## config.mk

```make
export PLATFORM = sky130hd
export DESIGN_NAME = cpu_seq
export DESIGN_NICKNAME = d
export VERILOG_FILES = /design/src/rtl/cpu_seq_pkg.sv /design/src/rtl/cpu_seq_jmp_eval.sv /design/src/rtl/cpu_seq.sv
export SDC_FILE = /design/constraint.sdc
export NUM_CORES = 1
export LEC_CHECK = 0
export CORE_MARGIN = 2
export CORE_UTILIZATION = 39
export DETAILED_ROUTE_END_ITERATION = 7
export GPL_ROUTABILITY_DRIVEN = 1
export PLACE_DENSITY_LB_ADDON = 0.15
export RECOVER_POWER = 100
export SYNTH_ARGS = -nofsm -noshare
export SYNTH_HDL_FRONTEND = slang
export SYNTH_SLANG_ARGS = --single-unit
```

## constraint.sdc

```tcl
create_clock -name clk -period 2.2 [get_ports clk]
set_input_delay 0.22 -clock clk [delete_from_list [all_inputs] [get_ports clk]]
set_output_delay 0.22 -clock clk [all_outputs]
set_load 0.02 [all_outputs]
```

## src/rtl/cpu_seq_pkg.sv

```systemverilog
// Shared types and constants for the Hack-style CPU control sequencer.
// State encodings are visible on state_o, so they are fixed here.
package cpu_pkg;

  typedef enum logic [2:0] {
    ST_IDLE   = 3'd0,
    ST_FETCH  = 3'd1,
    ST_DECODE = 3'd2,
    ST_MEMRD  = 3'd3,
    ST_EXEC   = 3'd4,
    ST_MWRITE = 3'd5,
    ST_COMMIT = 3'd6,
    ST_FAULT  = 3'd7
  } state_t;

  localparam logic [2:0] JMP_NULL   = 3'b000;
  localparam logic [2:0] JMP_JGT    = 3'b001;
  localparam logic [2:0] JMP_JEQ    = 3'b010;
  localparam logic [2:0] JMP_JGE    = 3'b011;
  localparam logic [2:0] JMP_JLT    = 3'b100;
  localparam logic [2:0] JMP_JNE    = 3'b101;
  localparam logic [2:0] JMP_JLE    = 3'b110;
  localparam logic [2:0] JMP_ALWAYS = 3'b111;

  localparam int IR_CI = 15;
  localparam int IR_A  = 12;
  localparam int IR_D1 = 5;
  localparam int IR_D2 = 4;
  localparam int IR_D3 = 3;

  // States that own the memory port and therefore run the wait counter.
  function automatic logic is_req_state(input state_t s);
    logic r;
    case (s)
      ST_FETCH, ST_MEMRD, ST_MWRITE: r = 1'b1;
      default:                       r = 1'b0;
    endcase
    return r;
  endfunction

endpackage

```

## src/rtl/cpu_seq_jmp_eval.sv

```systemverilog
// Jump-condition evaluator: maps the C-instruction jump field and the
// ALU zero/negative flags to a single take-the-jump bit.
module jmp_eval
  import cpu_pkg::*;
(
  input  logic [2:0] jmp_i,
  input  logic       zr_i,
  input  logic       ng_i,
  output logic       cond_o
);

  logic pos_s;
  assign pos_s = ~zr_i & ~ng_i;

  // Decode the jump field against the result sign/zero.
  always_comb begin
    cond_o = 1'b0;
    case (jmp_i)
      JMP_NULL:   cond_o = 1'b0;
      JMP_JGT:    cond_o = pos_s;
      JMP_JEQ:    cond_o = zr_i;
      JMP_JGE:    cond_o = zr_i | pos_s;
      JMP_JLT:    cond_o = ng_i;
      JMP_JNE:    cond_o = ~zr_i;
      JMP_JLE:    cond_o = zr_i | ng_i;
      JMP_ALWAYS: cond_o = 1'b1;
      default:    cond_o = 1'b0;
    endcase
  end

endmodule

```

## src/rtl/cpu_seq.sv

```systemverilog
// Multi-cycle control sequencer for the 16-bit Hack-style CPU.
// Optional macro CPU_SEQ_RETIRE_CNT_EN adds a 32-bit retired-instruction counter.
module cpu_seq
  import cpu_pkg::*;
#(
  parameter int TIMEOUT_CYC = 255,
  parameter int CNT_W       = 8
) (
  input  logic        clk,
  input  logic        rst_n,
  input  logic        run,
  input  logic [15:0] ir,
  input  logic        alu_zr,
  input  logic        alu_ng,
  input  logic        mem_ack,
  output logic        mem_req,
  output logic        mem_we,
  output logic        addr_sel,
  output logic        ir_load,
  output logic        m_load,
  output logic        a_load,
  output logic        a_src,
  output logic        d_load,
  output logic        pc_load,
  output logic        pc_inc,
  output logic        busy,
  output logic        fault,
`ifdef CPU_SEQ_RETIRE_CNT_EN
  output logic [31:0] retire_cnt,
`endif
  output logic [2:0]  state_o
);

  localparam logic             TMO_EN  = (TIMEOUT_CYC != 0);
  localparam logic [CNT_W-1:0] TMO_LIM = CNT_W'(TIMEOUT_CYC);

  state_t           state_q, state_d;
  state_t           ack_nxt_s;
  logic [CNT_W-1:0] cnt_q, cnt_d, cnt_inc_s;
  logic             tmo_hit_s;
  logic             cond_s;
  logic             unused_ir_s;

  assign unused_ir_s = ^{ir[14:13], ir[11:6]};

  jmp_eval u_jmp_eval (
    .jmp_i  (ir[2:0]),
    .zr_i   (alu_zr),
    .ng_i   (alu_ng),
    .cond_o (cond_s)
  );

  assign cnt_inc_s = cnt_q + CNT_W'(1);
  // The expiring wait cycle is the one whose increment reaches the limit.
  assign tmo_hit_s = TMO_EN && (cnt_inc_s == TMO_LIM);

  // State and wait-counter registers; reset aborts any instruction in flight.
  always_ff @(posedge clk or negedge rst_n) begin
    if (!rst_n) begin
      state_q <= ST_IDLE;
      cnt_q   <= '0;
    end else begin
      state_q <= state_d;
      cnt_q   <= cnt_d;
    end
  end

  // Next-state and control decode.
  always_comb begin
    state_d   = state_q;
    ack_nxt_s = state_q;
    cnt_d     = '0;
    mem_req   = 1'b0;
    mem_we    = 1'b0;
    addr_sel  = 1'b0;
    ir_load   = 1'b0;
    m_load    = 1'b0;
    a_load    = 1'b0;
    a_src     = 1'b0;
    d_load    = 1'b0;
    pc_load   = 1'b0;
    pc_inc    = 1'b0;

    case (state_q)
      ST_IDLE: begin
        if (run) begin
          state_d = ST_FETCH;
        end else begin
          state_d = ST_IDLE;
        end
      end
      ST_FETCH: begin
        ir_load   = mem_ack;
        ack_nxt_s = ST_DECODE;
      end
      ST_DECODE: begin
        if (!ir[IR_CI]) begin
          state_d = ST_COMMIT;
        end else if (ir[IR_A]) begin
          state_d = ST_MEMRD;
        end else begin
          state_d = ST_EXEC;
        end
      end
      ST_MEMRD: begin
        addr_sel  = 1'b1;
        m_load    = mem_ack;
        ack_nxt_s = ST_EXEC;
      end
      ST_EXEC: begin
        if (ir[IR_D3]) begin
          state_d = ST_MWRITE;
        end else begin
          state_d = ST_COMMIT;
        end
      end
      ST_MWRITE: begin
        mem_we    = 1'b1;
        addr_sel  = 1'b1;
        ack_nxt_s = ST_COMMIT;
      end
      ST_COMMIT: begin
        if (!ir[IR_CI]) begin
          a_load = 1'b1;
          a_src  = 1'b0;
          pc_inc = 1'b1;
        end else begin
          a_load  = ir[IR_D1];
          a_src   = 1'b1;
          d_load  = ir[IR_D2];
          pc_load = cond_s;
          pc_inc  = ~cond_s;
        end
        if (run) begin
          state_d = ST_FETCH;
        end else begin
          state_d = ST_IDLE;
        end
      end
      ST_FAULT: begin
        state_d = ST_FAULT;
      end
      default: begin
        state_d = ST_FAULT;
      end
    endcase

    // Shared handshake/timeout handling for every memory-owning state.
    if (is_req_state(state_q)) begin
      mem_req = 1'b1;
      if (mem_ack) begin
        state_d = ack_nxt_s;
      end else if (tmo_hit_s) begin
        state_d = ST_FAULT;
      end else begin
        state_d = state_q;
        cnt_d   = cnt_inc_s;
      end
    end else begin
      cnt_d = '0;
    end
  end

  assign busy    = (state_q != ST_IDLE) && (state_q != ST_FAULT);
  assign fault   = (state_q == ST_FAULT);
  assign state_o = state_q;

`ifdef CPU_SEQ_RETIRE_CNT_EN
  logic [31:0] retire_q;

  // Count one retirement per COMMIT cycle; wraps naturally at 2^32.
  always_ff @(posedge clk or negedge rst_n) begin
    if (!rst_n) begin
      retire_q <= 32'd0;
    end else if (state_q == ST_COMMIT) begin
      retire_q <= retire_q + 32'd1;
    end else begin
      retire_q <= retire_q;
    end
  end

  assign retire_cnt = retire_q;
`endif

endmodule

```

* Word level (Yosys, flattened, before mapping) *
Cells that the tools add are included.

operators by class
  add/subtract/negate cells = 1
  multipliers = 0
  div/mod/pow operators = 0
  magnitude comparators = 0
  equal/unequal tests = 18
  shift-type cells = 0
  multiplexer cells = 29
  bitwise operators = 6
  reductions and logical operators = 9

operators by type and width
  operator             number
  $eq 3x3->1 const B   8
  $mux 8               3
  $mux 1               17
  $mux 3               5
  $eq 3x2->1 const B   4
  $pmux 3 s4           1
  $pmux 3 s3           1
  $add 8x1->8 const B  1
  $eq 8x8->1 const B   1
  $pmux 1 s8           1
  $eq 3x1->1 const B   2
  $logic_not 3->1      2
  $ne 3x3->1 const B   2
  $ne 5x2->1 const B   1
  $reduce_bool 5->1    1
  $reduce_or 2->1      2
  $not 1->1            3
  $reduce_and 3->1     1
  $reduce_bool 3->1    1
  $reduce_or 3->1      1
  $mux 2               1
  $or 1x1->1           2
  $and 1x1->1          1
  $logic_and 1x1->1    1

word-level totals
  bits in registers = 11
  latch bits = 0
  bits in writable memories = 0
  bits in read-only memories = 0
  input port bits = 22
  output and inout bits = 15
  logic and storage cells = 65
  memories kept = 0

* Depth between registers and ports, before layout *
  depth in word-level cells = 7
  mapped depth = 6

* Hierarchy *
A second synthesis with hierarchy kept.

unflattened totals
  cell total of the unflattened synthesis = 91
  area, all modules = 799.5 µm²

modules (own cells, without submodules)
  module    instances  cells each  area an instance (µm²)
  cpu_seq   1          87          773.2
  jmp_eval  1          4           26.3

* Worst setup path after synthesis *
Ideal clock, no wire load.

  path type = flip-flop to flip-flop
  start = reg cnt_q[0]
  end = reg cnt_q[6]
  arrival = 1,496 ps
  data required time = 2,081 ps
  setup slack = 585 ps
  stages on the path, launching flop included = 7
  period minus slack after synthesis = 1,615 ps
  path through = dfrtp_1 > ha_1 > xnor2_1 > nor2_1 > o2111ai_4 > o21ai_4 > o21ba_1

between the ends
  cells in the longest elaborated chain, start to end = 5

RTL lines
  element                   RTL line        text
  start: declaration        cpu_seq.sv:39   logic [CNT_W-1:0] cnt_q, cnt_d, cnt_inc_s;
  start signal: assignment  cpu_seq.sv:64   cnt_q <= cnt_d;
  $add 8x1->8 (*)           cpu_seq.sv:53   assign cnt_inc_s = cnt_q + CNT_W'(1);
  $eq 8x8->1                cpu_seq.sv:55   assign tmo_hit_s = TMO_EN && (cnt_inc_s == TMO_LIM);
  $mux 8 (*)                cpu_seq.sv:153  end else if (tmo_hit_s) begin
  $mux 8 (*)                cpu_seq.sv:151  if (mem_ack) begin
  $mux 8 (*)                cpu_seq.sv:149  if (is_req_state(state_q)) begin
  via cnt_d[6]              cpu_seq.sv:39

Mark *: on every way through the listed nets, which the timed path passes. The rest lies on a longest branch.
A chain may end at the register's enable or synchronous reset.

* Final worst setup path *
  start = reg state_q[1], in the netlist state_o[1]
  end = out mem_we

between the ends
  cells in the longest elaborated chain, start to end = 2

RTL lines
  element                   RTL line       text
  start: declaration        cpu_seq.sv:37  state_t state_q, state_d;
  start signal: assignment  cpu_seq.sv:63  state_q <= state_d;
  $eq 3x3->1                cpu_seq.sv:84  case (state_q)
  $mux 1                    cpu_seq.sv:84
  end: declaration          cpu_seq.sv:17  output logic mem_we,

Every way passes these cells.

==> flow_summary.yaml <==
yosys:
  synthFlopType: "dfrtp_1"
  synth_area_leaders: "dfrtp_1, nor2_1, nor2b_1, nand2_1, o2111ai_4"
  synth-seq-area-share_pct: 35.9
  yosysTopAreaCellShare_pct: 35.9
  syn_nets: 110
  synth_edf_count: 0
  syn_area_um2: 766
  netlist_instances: 86
  avgSynthCellArea_um2: 8.90
  synth_area_leader_cell: "dfrtp_1"
  yosysUniqueCellTypes: 32
  yosysWarnings: 0
  ys_ff_latch: 11
  async_flop_share_pct: 100
clock_tree:
  cts.path.max_buffers: 2
  cts_tree: "done"
  clkLatencyLatePin_ns: 0.26
  htree_num_levels: 1
  clkSinkCount: 11
  numCtsBuffers: 3
  postCtsHoldBufs: 0
  cts_root_buf: "clkbuf_4"
  cts_setup_buffers: 0
  clkTransAtPathRegs_ns: 0.07
die:
  die_w_um: 48.3
  num_rows: 16
  num_io_pins: 37
  dieArea_mm2: 0.00233
  die_y_um: 48.3
  core_mm2: 0.00190
  start_util_pct: 40.3
layout:
  register_area_um2: 277
  n_antenna_cell: 0
  nets: 142
  areaGrowthSynthToFinish_pct: 42.8
  fin_area_mm2: 0.00109
  final_cell_mix: "clkdlybuf4s50_1, dlygate4sd3_1, nor2_1"
  layoutNonFillerInstCount: 144
  drive_gt1_share_pct: 8.55
  layout_commonest_cell: "clkdlybuf4s50_1"
  multi_input_area_um2: 454
  fillers: 184
routing:
  route.detailed.drc: 0
  met1Wirelength_um: 690
  drt-total-wl_um: 1530
  dr_wl_met2_um: 719
  num_vias: 687
  drt_first_iter_violations: 2
  top_layer_used: "met4"
  final_antenna_net_count: 0
  viasPerCell: 4.77
  drtPass1Iterations: 2
  wl_per_cell_um: 10.6
  wl_met3_um: 104
power:
  power_density_mw_per_mm2: 1010
  peakVddDrop_mv: 0.637
  p_leak_nw: 0.479
critical_path:
  arrival_ns: 1.83
  critPathKind: "register to output port"
  crit_required_ns: 1.98
  worst_setup_path_start_kind: "register"
  crit_fanout: 13
  r2r_end: "cnt_q[6]"
  worstSetupEndpointType: "output port"
  r2r_setup_slack_ns: 0.23
  r2r-start: "cnt_q[0]"
  reg2regPathDepth: 6
sta:
  relSlewSlack_pct: 66.5
  slew_violations: 0
  tns_ns: 0
  holdWs_ns: 0.361
  setup_violations: 0
  tightest_slew_ns: 0.501
  rsz0062_at_grt: "false"
  skew_ns: 0.00251
  fmax_ghz: 0.488
  fin_crit_sh_pct: 93.1
  finalHoldViolations: 0
  min_period_ns: 2.05
status:
  outcome: "completed"
place:
  place_hpwl_um: 1210
  dpl_cell_area_mm2: 0.00108
  place_inst: 140
  place.gp.congestion: 0.705
  placement.io_buffers: 28
grt:
  grt_usage_pct: 15.4
  grt_pass1_wl_um: 2890
  antenna_found_initial: 0
  grt_max_degree: 16
  grt-ovfl-total: 0
  grt_pass1_vias: 702
min_path:
  min_path_type: "primary input to asynchronous set/reset pin"
job:
  maxCapViolCount: 0
final cells by class:
| cell class | instances | share of cell area [%] |
|---|---|---|
| Multi-Input combinational cell | 70 | 41.5 |
| Sequential cell | 11 | 25.3 |
| Inverter | 2 | 0.686 |
| Tap cell | 27 | 3.09 |
| Timing Repair Buffer | 30 | 27.0 |
| Clock buffer | 4 | 2.40 |
worst max-delay path: stages (launching register included):
cell           delay (ns)
dfrtp_1              0.37
buf_4                0.17
nor2b_1              0.20
and2_1               0.15
dlygate4sd3_1        0.67
flip-flops by register name, indices dropped and copies added (netlist names):
signal and count:
cnt_q 8, state_o 3
cells in the mapped netlist, drive strengths merged (3+ instances only):
cell    instances
o21ai           4
and2            4
clkbuf          3
o21a            3
a21oi           4
nor2           12
nand2           9
nor3            3
dfrtp          11
xnor2           3
nor2b           6
report_power, final:
part           switching (mW)  internal, mW
sequential             0.0515         0.240
clock                  0.0638        0.0700
combinational           0.359         0.318
metal layers:
| metal | up-vias | track usage [%] |
|---|---|---|
| li1 | 360 | - |
| met1 | 303 | 18.1 |
| met2 | 22 | 27.1 |
| met3 | 2 | 4.94 |
| met4 | 0 | 4.29 |
| met5 | - | 0 |
timing repair:
action                     CTS  global route
resized for setup            0             1
hold endpoints to repair     0             0
setup endpoints to repair    0             1
through the flow:
step                      util [%]  power (mW)  setup slack (ns)
final                         57.5        1.10             0.152
after global routing          57.5        1.20            0.0467
after CTS                     58.4        1.15            0.0949
after detailed placement      57.0        1.02             0.169
after global placement        57.0        1.01             0.199
after floorplan                  -       0.710             0.585
how the worst max path moves through the flow:
stage	slack [ns]	to	start	cells past startpoint
2_1_floorplan	0.58	cnt_q[6]	cnt_q[0]	6
3_3_place_gp	0.20	pc_inc	alu_ng	7
3_5_place_dp	0.17	pc_inc	alu_ng	7
4_1_cts	0.09	pc_load	state_o[0]	4
5_1_grt	0.05	pc_load	state_o[0]	4
6_report	0.15	mem_we	state_o[1]	4
logic make-up after synthesis:
family	Yosys count	share of synthesized area [%]
compound gates	19	21.4
flops	11	35.9
simple gates	44	30.2
xor+xnor	5	6.70
fa+ha+maj	2	3.27
buf+inv	5	2.45
Note: power is estimated with default switching activity, not from simulation.
